[src/rtl/vscale_hasti_core_arbiter_pkg.sv]
`default_nettype none
//--------------------------------------------------------------------------
// vscale_hasti_core_arbiter_pkg: shared HASTI widths/encodings. Rev 1.0
//--------------------------------------------------------------------------
package vscale_hasti_core_arbiter_pkg;

  localparam int DEFAULT_NUM_CORES = 4;

  localparam int HASTI_ADDR_WIDTH  = 32;
  localparam int HASTI_BUS_WIDTH   = 32;
  localparam int HASTI_SIZE_WIDTH  = 3;
  localparam int HASTI_BURST_WIDTH = 3;
  localparam int HASTI_PROT_WIDTH  = 4;
  localparam int HASTI_TRANS_WIDTH = 2;

  typedef enum logic [1:0] {
    HASTI_TRANS_IDLE   = 2'd0,
    HASTI_TRANS_BUSY   = 2'd1,
    HASTI_TRANS_NONSEQ = 2'd2,
    HASTI_TRANS_SEQ    = 2'd3
  } hasti_trans_e;

  localparam logic HASTI_RESP_OKAY  = 1'b0;
  localparam logic HASTI_RESP_ERROR = 1'b1;

  // NONSEQ and SEQ both have bit 1 set; IDLE/BUSY do not.
  function automatic logic is_request(input logic [HASTI_TRANS_WIDTH-1:0] trans);
    return trans[1];
  endfunction

endpackage
`default_nettype wire

[src/rtl/vscale_rr_arbiter.sv]
`default_nettype none
//--------------------------------------------------------------------------
// vscale_rr_arbiter: round-robin grant with internal pointer. Rev 1.0
//--------------------------------------------------------------------------
module vscale_rr_arbiter #(
  parameter int N  = 4,
  parameter int PW = $clog2(N)
) (
  input  logic          clk,
  input  logic          rst_n,
  input  logic [N-1:0]  req,
  input  logic          advance,
  output logic [N-1:0]  grant,
  output logic [PW-1:0] grant_idx,
  output logic          grant_valid
);

  logic [PW-1:0] ptr;

  // First requester at or after ptr, wrapping.
  always_comb begin
    grant       = '0;
    grant_idx   = '0;
    grant_valid = 1'b0;
    for (int k = 0; k < N; k++) begin
      if (!grant_valid && req[(int'(ptr) + k) % N]) begin
        grant_valid = 1'b1;
        grant_idx   = PW'((int'(ptr) + k) % N);
        grant[(int'(ptr) + k) % N] = 1'b1;
      end
    end
  end

  always_ff @(posedge clk or negedge rst_n) begin
    if (!rst_n) begin
      ptr <= '0;
    end else if (advance && grant_valid) begin
      ptr <= PW'((int'(grant_idx) + 1) % N);
    end
  end

endmodule
`default_nettype wire

[src/rtl/vscale_hasti_core_arbiter.sv]
`default_nettype none
//--------------------------------------------------------------------------
// vscale_hasti_core_arbiter: shares one HASTI SRAM port among core masters. Rev 1.0
//--------------------------------------------------------------------------
module vscale_hasti_core_arbiter
  import vscale_hasti_core_arbiter_pkg::*;
#(
  parameter int NUM_CORES = DEFAULT_NUM_CORES,
  parameter int PTR_W     = $clog2(NUM_CORES)
) (
  input  logic                         hclk,
  input  logic                         hresetn,
  input  logic [HASTI_ADDR_WIDTH-1:0]  m_haddr     [0:NUM_CORES-1],
  input  logic                         m_hwrite    [0:NUM_CORES-1],
  input  logic [HASTI_SIZE_WIDTH-1:0]  m_hsize     [0:NUM_CORES-1],
  input  logic [HASTI_BURST_WIDTH-1:0] m_hburst    [0:NUM_CORES-1],
  input  logic                         m_hmastlock [0:NUM_CORES-1],
  input  logic [HASTI_PROT_WIDTH-1:0]  m_hprot     [0:NUM_CORES-1],
  input  logic [HASTI_TRANS_WIDTH-1:0] m_htrans    [0:NUM_CORES-1],
  input  logic [HASTI_BUS_WIDTH-1:0]   m_hwdata    [0:NUM_CORES-1],
  output logic [HASTI_BUS_WIDTH-1:0]   m_hrdata    [0:NUM_CORES-1],
  output logic                         m_hready    [0:NUM_CORES-1],
  output logic                         m_hresp     [0:NUM_CORES-1],
  output logic [HASTI_ADDR_WIDTH-1:0]  s_haddr,
  output logic                         s_hwrite,
  output logic [HASTI_SIZE_WIDTH-1:0]  s_hsize,
  output logic [HASTI_BURST_WIDTH-1:0] s_hburst,
  output logic                         s_hmastlock,
  output logic [HASTI_PROT_WIDTH-1:0]  s_hprot,
  output logic [HASTI_TRANS_WIDTH-1:0] s_htrans,
  output logic [HASTI_BUS_WIDTH-1:0]   s_hwdata,
  input  logic [HASTI_BUS_WIDTH-1:0]   s_hrdata,
  input  logic                         s_hready,
  input  logic                         s_hresp
);

  logic [NUM_CORES-1:0] req;
  logic [NUM_CORES-1:0] grant;
  logic [PTR_W-1:0]     win_idx;
  logic                 win_valid;

  logic                 dp_valid;
  logic                 dp_write;
  logic [PTR_W-1:0]     dp_owner;

  logic [NUM_CORES-1:0]       hold_valid;
  logic [HASTI_BUS_WIDTH-1:0] hold_data [0:NUM_CORES-1];

  logic unused_lock;

  // Requests are masked by reset so the slave sees IDLE the moment hresetn drops.
  always_comb begin
    unused_lock = 1'b0;
    for (int i = 0; i < NUM_CORES; i++) begin
      req[i]      = hresetn && is_request(m_htrans[i]);
      unused_lock = unused_lock | m_hmastlock[i];
    end
  end

  vscale_rr_arbiter #(
    .N  (NUM_CORES),
    .PW (PTR_W)
  ) u_arb (
    .clk         (hclk),
    .rst_n       (hresetn),
    .req         (req),
    .advance     (s_hready),
    .grant       (grant),
    .grant_idx   (win_idx),
    .grant_valid (win_valid)
  );

  always_comb begin
    s_haddr  = '0;
    s_hwrite = 1'b0;
    s_hsize  = '0;
    s_hburst = '0;
    s_hprot  = '0;
    s_htrans = HASTI_TRANS_IDLE;
    if (win_valid) begin
      s_haddr  = m_haddr[win_idx];
      s_hwrite = m_hwrite[win_idx];
      s_hsize  = m_hsize[win_idx];
      s_hburst = m_hburst[win_idx];
      s_hprot  = m_hprot[win_idx];
      s_htrans = m_htrans[win_idx];
    end
  end

  assign s_hmastlock = 1'b0;
  assign s_hwdata    = dp_valid ? m_hwdata[dp_owner] : '0;

  always_comb begin
    for (int i = 0; i < NUM_CORES; i++) begin
      m_hready[i] = !hresetn || (s_hready && (!req[i] || grant[i]));
      m_hrdata[i] = hold_valid[i] ? hold_data[i] : s_hrdata;
      m_hresp[i]  = (dp_valid && (dp_owner == PTR_W'(i))) ? s_hresp : HASTI_RESP_OKAY;
    end
  end

  always_ff @(posedge hclk or negedge hresetn) begin
    if (!hresetn) begin
      dp_valid <= 1'b0;
      dp_write <= 1'b0;
      dp_owner <= '0;
    end else if (s_hready) begin
      dp_valid <= win_valid;
      if (win_valid) begin
        dp_owner <= win_idx;
        dp_write <= m_hwrite[win_idx];
      end
    end
  end

  // A read that completes while its owner is stalled on a new address phase
  // is parked here until that master next sees hready.
  always_ff @(posedge hclk or negedge hresetn) begin
    if (!hresetn) begin
      hold_valid <= '0;
      for (int i = 0; i < NUM_CORES; i++) begin
        hold_data[i] <= '0;
      end
    end else begin
      for (int i = 0; i < NUM_CORES; i++) begin
        if (m_hready[i]) begin
          hold_valid[i] <= 1'b0;
        end else if (dp_valid && !dp_write && s_hready && (dp_owner == PTR_W'(i))) begin
          hold_valid[i] <= 1'b1;
          hold_data[i]  <= s_hrdata;
        end
      end
    end
  end

endmodule
`default_nettype wire

[config.mk]
export PLATFORM = sky130hd
export DESIGN_NAME = vscale_hasti_core_arbiter
export DESIGN_NICKNAME = d
export VERILOG_FILES = /design/src/rtl/vscale_hasti_core_arbiter_pkg.sv /design/src/rtl/vscale_rr_arbiter.sv /design/src/rtl/vscale_hasti_core_arbiter.sv
export SDC_FILE = /design/constraint.sdc
export NUM_CORES = 1
export LEC_CHECK = 0
export CAP_MARGIN = 20
export CORE_AREA = 2 2 221 223
export CTS_BUF_LIST = sky130_fd_sc_hd__clkbuf_2
export CTS_CLUSTER_SIZE = 25
export DETAILED_ROUTE_END_ITERATION = 10
export DIE_AREA = 0 0 223 225
export PLACE_DENSITY = 0.51
export RECOVER_POWER = 100
export SLEW_MARGIN = 20
export SYNTH_ARGS = -nofsm -noshare
export SYNTH_HDL_FRONTEND = slang
export SYNTH_SLANG_ARGS = --single-unit
[constraint.sdc]
create_clock -name hclk -period 4.79 [get_ports hclk]
set_input_delay 0.958 -clock hclk [delete_from_list [all_inputs] [get_ports hclk]]
set_output_delay 0.958 -clock hclk [all_outputs]
set_load 0.05 [all_outputs]
# After elaboration in Yosys (flattened, before gate mapping)
# Index checks and enable logic that the tools add are counted.
# classes
n_mux,75
eq_ne,3
div_mod_pow,0
n_lt_le_gt_ge,10
shifts,0
multipliers,0
bitwise,12
n_reduce_logical,56
n_addsub,4
# ops
operator,count
32-bit 2-to-1 mux,10
32-bit binary-select mux with 2-bit select,2
1-bit 2-to-1 mux,30
4-bit 2-to-1 mux,7
1-bit logical AND,26
3-bit 2-to-1 mux,6
2-bit 2-to-1 mux,7
3-bit binary-select mux with 2-bit select,2
"3-bit by 4-bit < comparator with 1-bit output, second input constant",3
4-bit bitwise OR,3
1-bit binary-select mux with 2-bit select,5
2-bit AND reduction,5
"3-bit by 1-bit greater-or-equal comparator with 1-bit output, second input constant",3
1-bit zero test,9
4-bit binary-select mux with 2-bit select,1
1-bit demux with 2-bit select,4
1-bit logical OR,8
2-bit nonzero test,4
"3-bit greater-or-equal comparator, second input constant",2
2-bit inverter with 3-bit output,2
2-bit OR reduction,3
"2-bit by 1-bit adder with 2-bit output, second input constant",2
"2-bit adder, second input constant",2
2-bit binary-select mux with 2-bit select,1
other kinds (7),13
# word_totals
in_bits,348
memories,0
word_cells,172
output_inout_bits,214
latchBits,0
regBits,138
ram_bits,0
rom_bits,0

# Depth between registers and ports, before layout
# Gate-level depths: netlist of the first run.
# depth
word_depth,19
depth_mapped,17
mapped_depth_nobuf,8

# Hierarchy
# A second synthesis of the first run with hierarchy kept.
# unflattened
hier_cells,698
hier_area_um2,9634.2
# by_module_without_submodules
mod,instances,seq_area_each_um2,area_per_inst_um2,cells_per_inst
vscale_hasti_core_arbiter,1,3403.3,9121.2,649
vscale_rr_arbiter,1,50.0,513.0,49

# Worst setup path before layout of the first run
# OpenSTA, ideal clock, no wires.
# synth_path
path_kind,flip-flop to output port
startpoint,reg u_arb.ptr[0]
endpoint,out s_hburst[0]
n_path_buf,6
t_required_ns,3.832
path_slack_ns,0.039
t_arrival_ns,3.793
stages_incl_launch_ff,15
cell_sequence,dfrtp_1 > buf_6 > buf_6 > clkinv_1 > clkbuf_1 > buf_1 > ha_1 > buf_2 > nand2b_1 > o211a_1 > o32ai_4 > clkbuf_1 > o221ai_1 > a221oi_1 > a31o_1
# synth_between
elab_chain_cells,17
word_cells_on_any_way,33
classes_between,3 x add/sub; 23 x mux; 1 x bitwise; 6 x reduce/logical
# synth_rtl
item,line_no,source
from (decl),vscale_rr_arbiter.sv:18,logic [PW-1:0] ptr;
from (signal assigned),vscale_rr_arbiter.sv:38,ptr <= PW'((int'(grant_idx) + 1) % N);
2-bit by 1-bit adder with 2-bit output / 1-bit binary-select mux with 2-bit select (equally long branches),"vscale_rr_arbiter.sv:26, vscale_rr_arbiter.sv:28",
1-bit binary-select mux with 2-bit select / 1-bit 2-to-1 mux (equally long branches),vscale_rr_arbiter.sv:26,if (!grant_valid && req[(int'(ptr) + k) % N]) begin
1-bit 2-to-1 mux (implied by the code),vscale_rr_arbiter.sv:26,
1-bit 2-to-1 mux (implied by the code) / 1-bit zero test (equally long branches),vscale_rr_arbiter.sv:26,
1-bit logical AND,vscale_rr_arbiter.sv:26,
1-bit 2-to-1 mux,vscale_rr_arbiter.sv:26,
1-bit zero test,vscale_rr_arbiter.sv:26,
1-bit logical AND,vscale_rr_arbiter.sv:26,
1-bit 2-to-1 mux,vscale_rr_arbiter.sv:26,
1-bit zero test,vscale_rr_arbiter.sv:26,
1-bit logical AND,vscale_rr_arbiter.sv:26,
2-bit 2-to-1 mux,vscale_rr_arbiter.sv:26,
2-bit inverter with 3-bit output (implied by the code),vscale_hasti_core_arbiter.sv:84,s_hburst = m_hburst[win_idx];
3-bit binary-select mux with 2-bit select,vscale_hasti_core_arbiter.sv:84,
3-bit 2-to-1 mux (implied by the code) (2 in series),vscale_hasti_core_arbiter.sv:84,
3-bit 2-to-1 mux *,vscale_hasti_core_arbiter.sv:80,if (win_valid) begin
to (decl),vscale_hasti_core_arbiter.sv:27,"output logic [HASTI_BURST_WIDTH-1:0] s_hburst,"
# Mark *: on every way between the ends. The rest lies on a longest branch, timed or not. The select of a mux whose other input is x is not followed.

# Final worst setup path of the first run
# layout_path
startpoint,in hresetn
endpoint,out s_haddr[9]
# layout_between
elab_chain_cells,18
word_cells_on_any_way,34
classes_between,23 x mux; 1 x bitwise; 10 x reduce/logical
# layout_rtl
item,line_no,source
from (decl),vscale_hasti_core_arbiter.sv:12,"input logic hresetn,"
1-bit logical AND,vscale_hasti_core_arbiter.sv:55,req[i] = hresetn && is_request(m_htrans[i]);
1-bit binary-select mux with 2-bit select,vscale_rr_arbiter.sv:26,
1-bit 2-to-1 mux (implied by the code),vscale_rr_arbiter.sv:26,
1-bit 2-to-1 mux,vscale_rr_arbiter.sv:26,
1-bit zero test,vscale_rr_arbiter.sv:26,
1-bit logical AND,vscale_rr_arbiter.sv:26,
1-bit 2-to-1 mux,vscale_rr_arbiter.sv:26,
1-bit zero test,vscale_rr_arbiter.sv:26,
1-bit logical AND,vscale_rr_arbiter.sv:26,
1-bit 2-to-1 mux,vscale_rr_arbiter.sv:26,
1-bit zero test,vscale_rr_arbiter.sv:26,
1-bit logical AND,vscale_rr_arbiter.sv:26,
2-bit 2-to-1 mux,vscale_rr_arbiter.sv:26,
2-bit inverter with 3-bit output (implied by the code),vscale_hasti_core_arbiter.sv:81,s_haddr = m_haddr[win_idx];
32-bit binary-select mux with 2-bit select,vscale_hasti_core_arbiter.sv:81,
32-bit 2-to-1 mux (implied by the code) (2 in series),vscale_hasti_core_arbiter.sv:81,
32-bit 2-to-1 mux *,vscale_hasti_core_arbiter.sv:80,
to (decl),vscale_hasti_core_arbiter.sv:24,"output logic [HASTI_ADDR_WIDTH-1:0] s_haddr,"
# Marks and branches as above.

==> results of run 1 <==
[per-layer routing]
metal | share of wire (%) | wire length [um] | track usage (%)
met5 | 0.088 | 46 | 0
met4 | 1.0 | 532 | 3.27
met3 | 9.0 | 4720 | 6.91
met2 | 50 | 26000 | 35.6
met1 | 40 | 21100 | 23.5
[stage by stage]
step / power (W) / util, % / instances / hold WS [ns] / worst slack (ns)
after floorplan: 0.00614 / - / 1176 / 0.452 / 0.0391
after global placement: 0.00886 / 40.2 / 2258 / 0.462 / 0.0716
after detailed placement: 0.00893 / 40.2 / 2258 / 0.468 / 0.0211
after CTS: 0.00983 / 41.0 / 2293 / 0.512 / 0.0242
after global routing: 0.0104 / 41.1 / 2297 / 0.524 / 0.0000755
final: 0.00980 / 41.1 / 2299 / 0.509 / 0.132
[area by class of cell]
type	count	area, um2	share of cell area, %
multi-input combinational	891	8320	42.5
clock buffer	17	85.1	0.435
antenna	5	12.5	0.0640
inverter	6	23.8	0.122
timing repair buffer	613	6700	34.3
sequential	138	3460	17.7
clock inverter	14	183	0.934
tap	615	769	3.94
[cell families after synthesis]
| logic type | count (synthesis) |
|---|---|
| adders and majority gates | 8 |
| xor gates and xnor gates | 2 |
| buffers and inverters | 147 |
| other | 1 |
| and+or+nand+nor | 152 |
| muxes | 386 |
| AOI/OAI and AO/OA | 342 |
| DFF | 138 |
[power groups by stage]
stage          Clock (W)  Combinational (W)  Sequential, W
2_1_floorplan          0            0.00455        0.00160
3_3_place_gp           0            0.00711        0.00174
3_5_place_dp           0            0.00717        0.00176
4_1_cts         0.000806            0.00730        0.00173
5_1_grt         0.000852            0.00773        0.00178
6_report        0.000771            0.00731        0.00172
[sequential cells by signal, summed over array words and instances, names as in the netlist]
register	flops
hold_data	128
hold_valid	4
dp_owner	2
u_arb.ptr	2
dp_valid	1
dp_write	1
[cell usage in the layout, fill, tap and decap left out, types with 6 or more instances in the layout]
master / count
o21ai_0: 40
mux2_2: 196
a221oi_1: 39
o22ai_1: 44
clkbuf_2: 17
dfrtp_1: 134
mux4_2: 32
o221ai_1: 130
ha_1: 7
nand2_1: 60
nand4_1: 7
nor2_1: 14
mux2i_1: 94
buf_4: 39
buf_12: 59
a31o_1: 43
mux2_1: 62
and2_1: 32
o21ai_1: 9
clkdlybuf4s50_1: 506
a21oi_1: 6
inv_6: 6
nand3_1: 8
nand2b_1: 6
[final timing paths]
check | start | to | depth (start not counted)
max | hresetn | s_haddr[9] | 11
min | hold_data[99]$_DFFE_PN0P_ | hold_data[99]$_DFFE_PN0P_ | 1
max reg2reg | u_arb.ptr[0]$_DFFE_PN0P_ | hold_data[106]$_DFFE_PN0P_ | 9
min reg2reg | hold_data[99]$_DFFE_PN0P_ | hold_data[99]$_DFFE_PN0P_ | 1
max in group asynchronous | hresetn | hold_data[64]$_DFFE_PN0P_ | 4
min in group asynchronous | hresetn | u_arb.ptr[1]$_DFFE_PN0P_ | 2
[cells in the mapped netlist, types with 2 or more instances]
master	n
nand2b_1	7
inv_1	5
mux2_1	62
clkbuf_1	83
a21oi_1	6
o211ai_1	5
buf_1	6
ha_1	8
o21ai_1	8
mux2i_1	95
dfrtp_1	138
nand3_1	8
nand2_1	61
buf_4	4
o22a_1	2
a21o_1	2
nor2_1	16
a21bo_2	3
o21ai_0	41
nand4_1	7
and2_1	32
mux4_2	32
mux2_2	196
nand3b_1	2
o22ai_2	3
nor3_1	4
and3b_1	2
a31oi_1	2
a221oi_1	43
buf_6	9
o221ai_1	130
buf_2	38
o22ai_1	44
a31o_1	43
nor3b_1	3
[critical path, stage by stage]
cell	delay (ns)
dlygate4sd3_1	0.63
buf_6	0.19
nand2b_1	0.08
o22a_2	0.32
mux2_4	0.27
buf_12	0.23
buf_4	0.19
o221ai_1	0.12
a221oi_1	0.31
a31o_1	0.21
buf_12	0.15
[what timing repair did]
item / 4_1_cts / 5_1_grt
endpoints found under the hold margin: 1 / 0
gates resized for setup: 8 / 14
hold buffers: 1 / 0
setup endpoints to repair: 44 / 42
setup buffers: 1 / 1
pin swaps: 1 / 5
cloned: 2 / 0
==> out/results.ini, run 1 <==
[worst_setup_path]
r2r_slack_ns = 1.59
crit_fanout = 41
required_ns = 3.83
startpoint_type = primary input
path_class = in -> out
crit_arrival_ns = 3.70
endpoint_kind = primary output

[die]
fp.dieArea_um2 = 50200
die_h_um = 225
boundaryPins = 562
start_util_pct = 26.0
rows = 80
core_um2 = 47500
die_w_um = 223

[yosys]
synth.distinct_cells = 61
synthXorXnorAreaFrac_pct = 0.142
syn_area_per_cell_um2 = 10.5
synth_fa_ha_area_share_pct = 0.810
synth_area_leaders = dfrtp_1 28%, mux2_2 18%, o221ai_1 9.2%
synth_top_family_by_area = multiplexers
synth-seq-area-share_pct = 28.0
netlist.area_leader.share_pct = 28.0
synth_compound_area_share_pct = 21.9
synth_async_sr_flop_share_pct = 100
synth_simple_gate_area_share_pct = 6.43
ys.flop_type = dfrtp_1
synthCells = 1176
synth_nets = 1532
ys_seq_elements = 138
synth-edff-count = 0
muxShareOfSynthArea_pct = 37.2
synth_top_cell_by_area = dfrtp_1
yosys_warnings = 0
netlist_area_um2 = 12400

[timing]
relSlewSlack_pct = 37.6
setup_tns_ns = 0
tightest_slew_ns = 0.935
max_freq_mhz = 215
timing.final.crit_period_ns = 4.66
hold_violations = 0
period_share_pct = 97.2
setup_viol = 0
grt_setup_unrepaired = false
finClkSkew_ns = 0.0523
maxSlewViolCount = 0

[route]
avgViaCountPerCell = 5.42
vias = 12500
drtPass1Iterations = 5
wl_per_cell_um = 22.8
drc = 0
initialDrtViolationCount = 700
wl_um = 52500
detail-route-antenna-nets = 0

[global_route]
grt_max_degree = 121
grt_pass1_wl_um = 78200
grt_pass1_vias = 12500
gr-usage-all-layers_pct = 20.0
antenna_found_initial = 8
overflow = 0

[hold_path]
hold_class = reg -> reg

[place]
port_buffers = 556
post_dp_cell_area_um2 = 19100
globalplace.congestion = 0.816
hpwl_um = 37300

[power]
powerDensity_nw_per_um2 = 501
p_int_w = 0.00508
p_seq_share_pct = 17.5
ir_worst_vdd_mv = 0.450
swShare_pct = 48.1
leakage_nw = 7.76
power.switching_w = 0.00472
clkPwrFrac_pct = 7.9
p_comb_share_pct = 74.6

[cells_and_area]
fillers = 4645
area_growth_pct = 58.3
nets = 2023
drive_above_1_share_pct = 23.8
design_area_um2 = 19600

[cts]
htreeDepth = 4
clk_latency_ns = 0.69
cts_sinks = 138
clk_path_buf_depth = 2
numCtsBuffers = 17
root_buffer = clkbuf_2
path_clk_slew_ns = 0.20
cts_tree = yes

[run]
maxCapViolCount = 0

[run_status]
outcome = finished, final reports clean

Power figures use the tool's default switching activity.
==> run 2: changes to the inputs <==
--- a/config.mk
+++ b/config.mk
@@ -6,14 +6,15 @@
 export NUM_CORES = 1
 export LEC_CHECK = 0
 export CAP_MARGIN = 20
-export CORE_AREA = 2 2 221 223
+export CORE_AREA = 2 2 218 220
 export CTS_BUF_LIST = sky130_fd_sc_hd__clkbuf_2
 export CTS_CLUSTER_SIZE = 25
 export DETAILED_ROUTE_END_ITERATION = 10
-export DIE_AREA = 0 0 223 225
-export PLACE_DENSITY = 0.51
+export DIE_AREA = 0 0 220 222
+export PLACE_DENSITY = 0.46
 export RECOVER_POWER = 100
 export SLEW_MARGIN = 20
 export SYNTH_ARGS = -nofsm -noshare
 export SYNTH_HDL_FRONTEND = slang
+export SYNTH_HIERARCHICAL = 1
 export SYNTH_SLANG_ARGS = --single-unit
==> run 2 against run 1 <==
The flow now finishes with violations (capacitance limit, slew limit). Highest routed layer unchanged. Area after synthesis decreased by 22%. Worst hold slack better by 0.0037 ns. Sequential power grew 7%. Clock power shrank 14%.
==> out/results.ini, run 2 <==
[yosys]
synth_area_leaders = dfrtp_1 36%, mux2_2 30%, mux4_2 18%
synth_nets = 1051
synth_common_cells = 259 x mux2_2, 138 x dfrtp_1, 82 x and2_1
synth.distinct_cells = 39
synth_async_sr_flop_share_pct = 100
yosys_warnings = 6
synth-edff-count = 0
netlist.area_leader.share_pct = 35.8
synth-seq-area-share_pct = 35.8
synthCells = 698
synth_top_cell_by_area = dfrtp_1
syn_area_per_cell_um2 = 13.8
ys_seq_elements = 138
ys.flop_type = dfrtp_1
yosysMostFrequentCell = mux2_2
netlist_area_um2 = 9630

[power]
p_int_w = 0.00533
p_seq_share_pct = 16.9
powerDensity_nw_per_um2 = 669
finalPower_w = 0.0109
ir_worst_vdd_mv = 0.512
power.switching_w = 0.00554
p_comb_share_pct = 77.0
clkPwrFrac_pct = 6.1
swShare_pct = 51.0
leakage_nw = 6.60

[cells_and_area]
regArea_um2 = 3460
drive_above_1_share_pct = 38.3
final_cell_mix = 356 x clkdlybuf4s50_1, 259 x mux2_2, 146 x dlygate4sd3_1
multi_input_area_um2 = 5850
design_area_um2 = 16300
reg_top3 = hold_data (128), hold_valid (4)
largest-register = hold_data
fillers = 4704
nets = 1629
area_growth_pct = 68.8
layout_commonest_cell = clkdlybuf4s50_1
largest_register_ffs = 128
fin_util_pct = 35.2

[route]
detail-route-antenna-nets = 0
avgViaCountPerCell = 4.40
vias = 8359
met2_length_um = 22800
wl_um = 45600
dr_wl_met3_um = 3640
wl_per_cell_um = 24.0
drtPass1Iterations = 6
top_layer_used = met5
drc = 0
initialDrtViolationCount = 358
m1WireLength_um = 18800

[timing]
hold_violations = 0
layout_setup_ws_ns = 0.160
max_freq_mhz = 216
whs_ns = 0.513
timing.final.crit_period_ns = 4.63
finClkSkew_ns = 0.0288
tightest_slew_ns = 1.52
period_share_pct = 96.7
maxSlewViolCount = 20
relSlewSlack_pct = -1.62
setup_viol = 0

[worst_setup_path]
crit_arrival_ns = 3.67
endpoint_kind = primary output
rr_startpoint = u_arb/ptr[0]$_DFFE_PN0P_
crit_fanout = 12
r2r_slack_ns = 0.62
timing.rr.end = hold_data[69]$_DFFE_PN0P_
required_ns = 3.83
ff2ff_path_depth = 11
startpoint_type = primary input
path_class = in -> out

[cts]
htreeDepth = 4
cts_tree = yes
cts_sinks = 138
root_buffer = clkbuf_2
clk_path_buf_depth = 2
cts_hold_buf = 0
clk_latency_ns = 0.72
path_clk_slew_ns = 0.19
numCtsBuffers = 17

[die]
die_w_um = 220
start_util_pct = 20.8
core_um2 = 46300
die_h_um = 222
boundaryPins = 562
fp.dieArea_um2 = 48800
rows = 79

[hold_path]
min_to = hold_data[103]$_DFFE_PN0P_
min_from = hold_data[103]$_DFFE_PN0P_
hold_class = reg -> reg
hold_depth = 1

[place]
hpwl_um = 36300
place_ws_ns = -0.194
globalplace.congestion = 0.932
post_dp_cell_area_um2 = 16100
port_buffers = 556

[global_route]
grt_pass1_vias = 9083
overflow = 0
grt_pass1_wl_um = 65000
antenna_found_initial = 9
grt_max_degree = 145
gr-usage-all-layers_pct = 18.5

[run_status]
outcome = finished with violations
violations = capacitance limit, slew limit

[run]
maxCapViolCount = 1

-- run 2: cell count changes after synthesis, moves of 36 or more --
cell	delta
mux2i_1	-94
mux2_1	-58
mux4_2	+47
nand2_1	-57
mux2_2	+63
and2_1	+50
o21ai_0	-36
a221oi_1	-43
clkbuf_1	-50
o22ai_1	-44
a31o_1	-43
o221ai_1	-130
-- run 2: logic make-up (layout without fill, tap and decap cells) --
kind of cell	after synthesis	count (layout)	share of synthesized area (%)
fa+ha+maj	5	5	0.649
flops	138	138	35.8
buf+inv	63	654	3.45
simple gates	123	123	8.42
compound gates	21	21	1.56
other cells	1	5	0.0389
mux	345	345	49.9
xor+xnor	2	2	0.182
-- run 2: metrics by stage --
stage	instances	TNS (ns)
2_1_floorplan	698	0
3_3_place_gp	1853	-3.94
3_5_place_dp	1853	-5.33
4_1_cts	1889	0
5_1_grt	1898	-0.00926
6_report	1900	0
-- run 2: worst max-delay path by stage --
stage                                  start           to  slack, ns
floorplan                        m_htrans[3]   s_haddr[0]       0.26
global placement                 m_htrans[7]     s_hwrite      -0.17
detailed placement               m_htrans[5]     s_hwrite      -0.19
CTS                 u_arb/ptr[0]$_DFFE_PN0P_  s_htrans[1]     0.0001
global route        u_arb/ptr[0]$_DFFE_PN0P_   s_haddr[9]     -0.004
finish                           m_htrans[7]  s_haddr[24]       0.16
-- run 2: final cells by class --
class | instances | area share, %
repair buffers | 617 | 36.6
clock inverters | 15 | 0.777
flip-flops and latches | 138 | 21.3
diodes | 4 | 0.0615
inverters | 5 | 0.115
clock buffers | 17 | 0.523
multi-input cells | 497 | 36.0
well taps | 607 | 4.67
-- run 2: what timing repair did --
item                       CTS  global route
pin swaps                    1             1
gates cloned                 0             1
setup endpoints to repair   45            42
gates resized for setup     18             8
setup buffers                4             6
-- run 2: worst max-delay path, cell delays in order --
cell           delay [ns]
dlygate4sd2_1        0.27
and2_1               0.19
buf_4                0.14
mux4_2               0.51
buf_4                0.20
nor4b_4              0.26
a211o_2              0.19
buf_12               0.15
mux4_2               0.39
and2_1               0.20
buf_4                0.18
-- run 2: per-layer routing --
layer | GRT usage (%) | vias up
met5 | 0 | -
met4 | 2.53 | 2
met3 | 5.65 | 22
met2 | 32.0 | 318
met1 | 23.1 | 4203
li1 | - | 3814
-- run 2: power groups by stage --
stage	Clock (W)	Combinational, W	Sequential (W)
after global placement	0	0.00839	0.00186
after detailed placement	0	0.00840	0.00187
after floorplan	0	0.00551	0.00177
final	0.000664	0.00837	0.00184
after CTS	0.000711	0.00859	0.00184
after global routing	0.000761	0.00887	0.00191
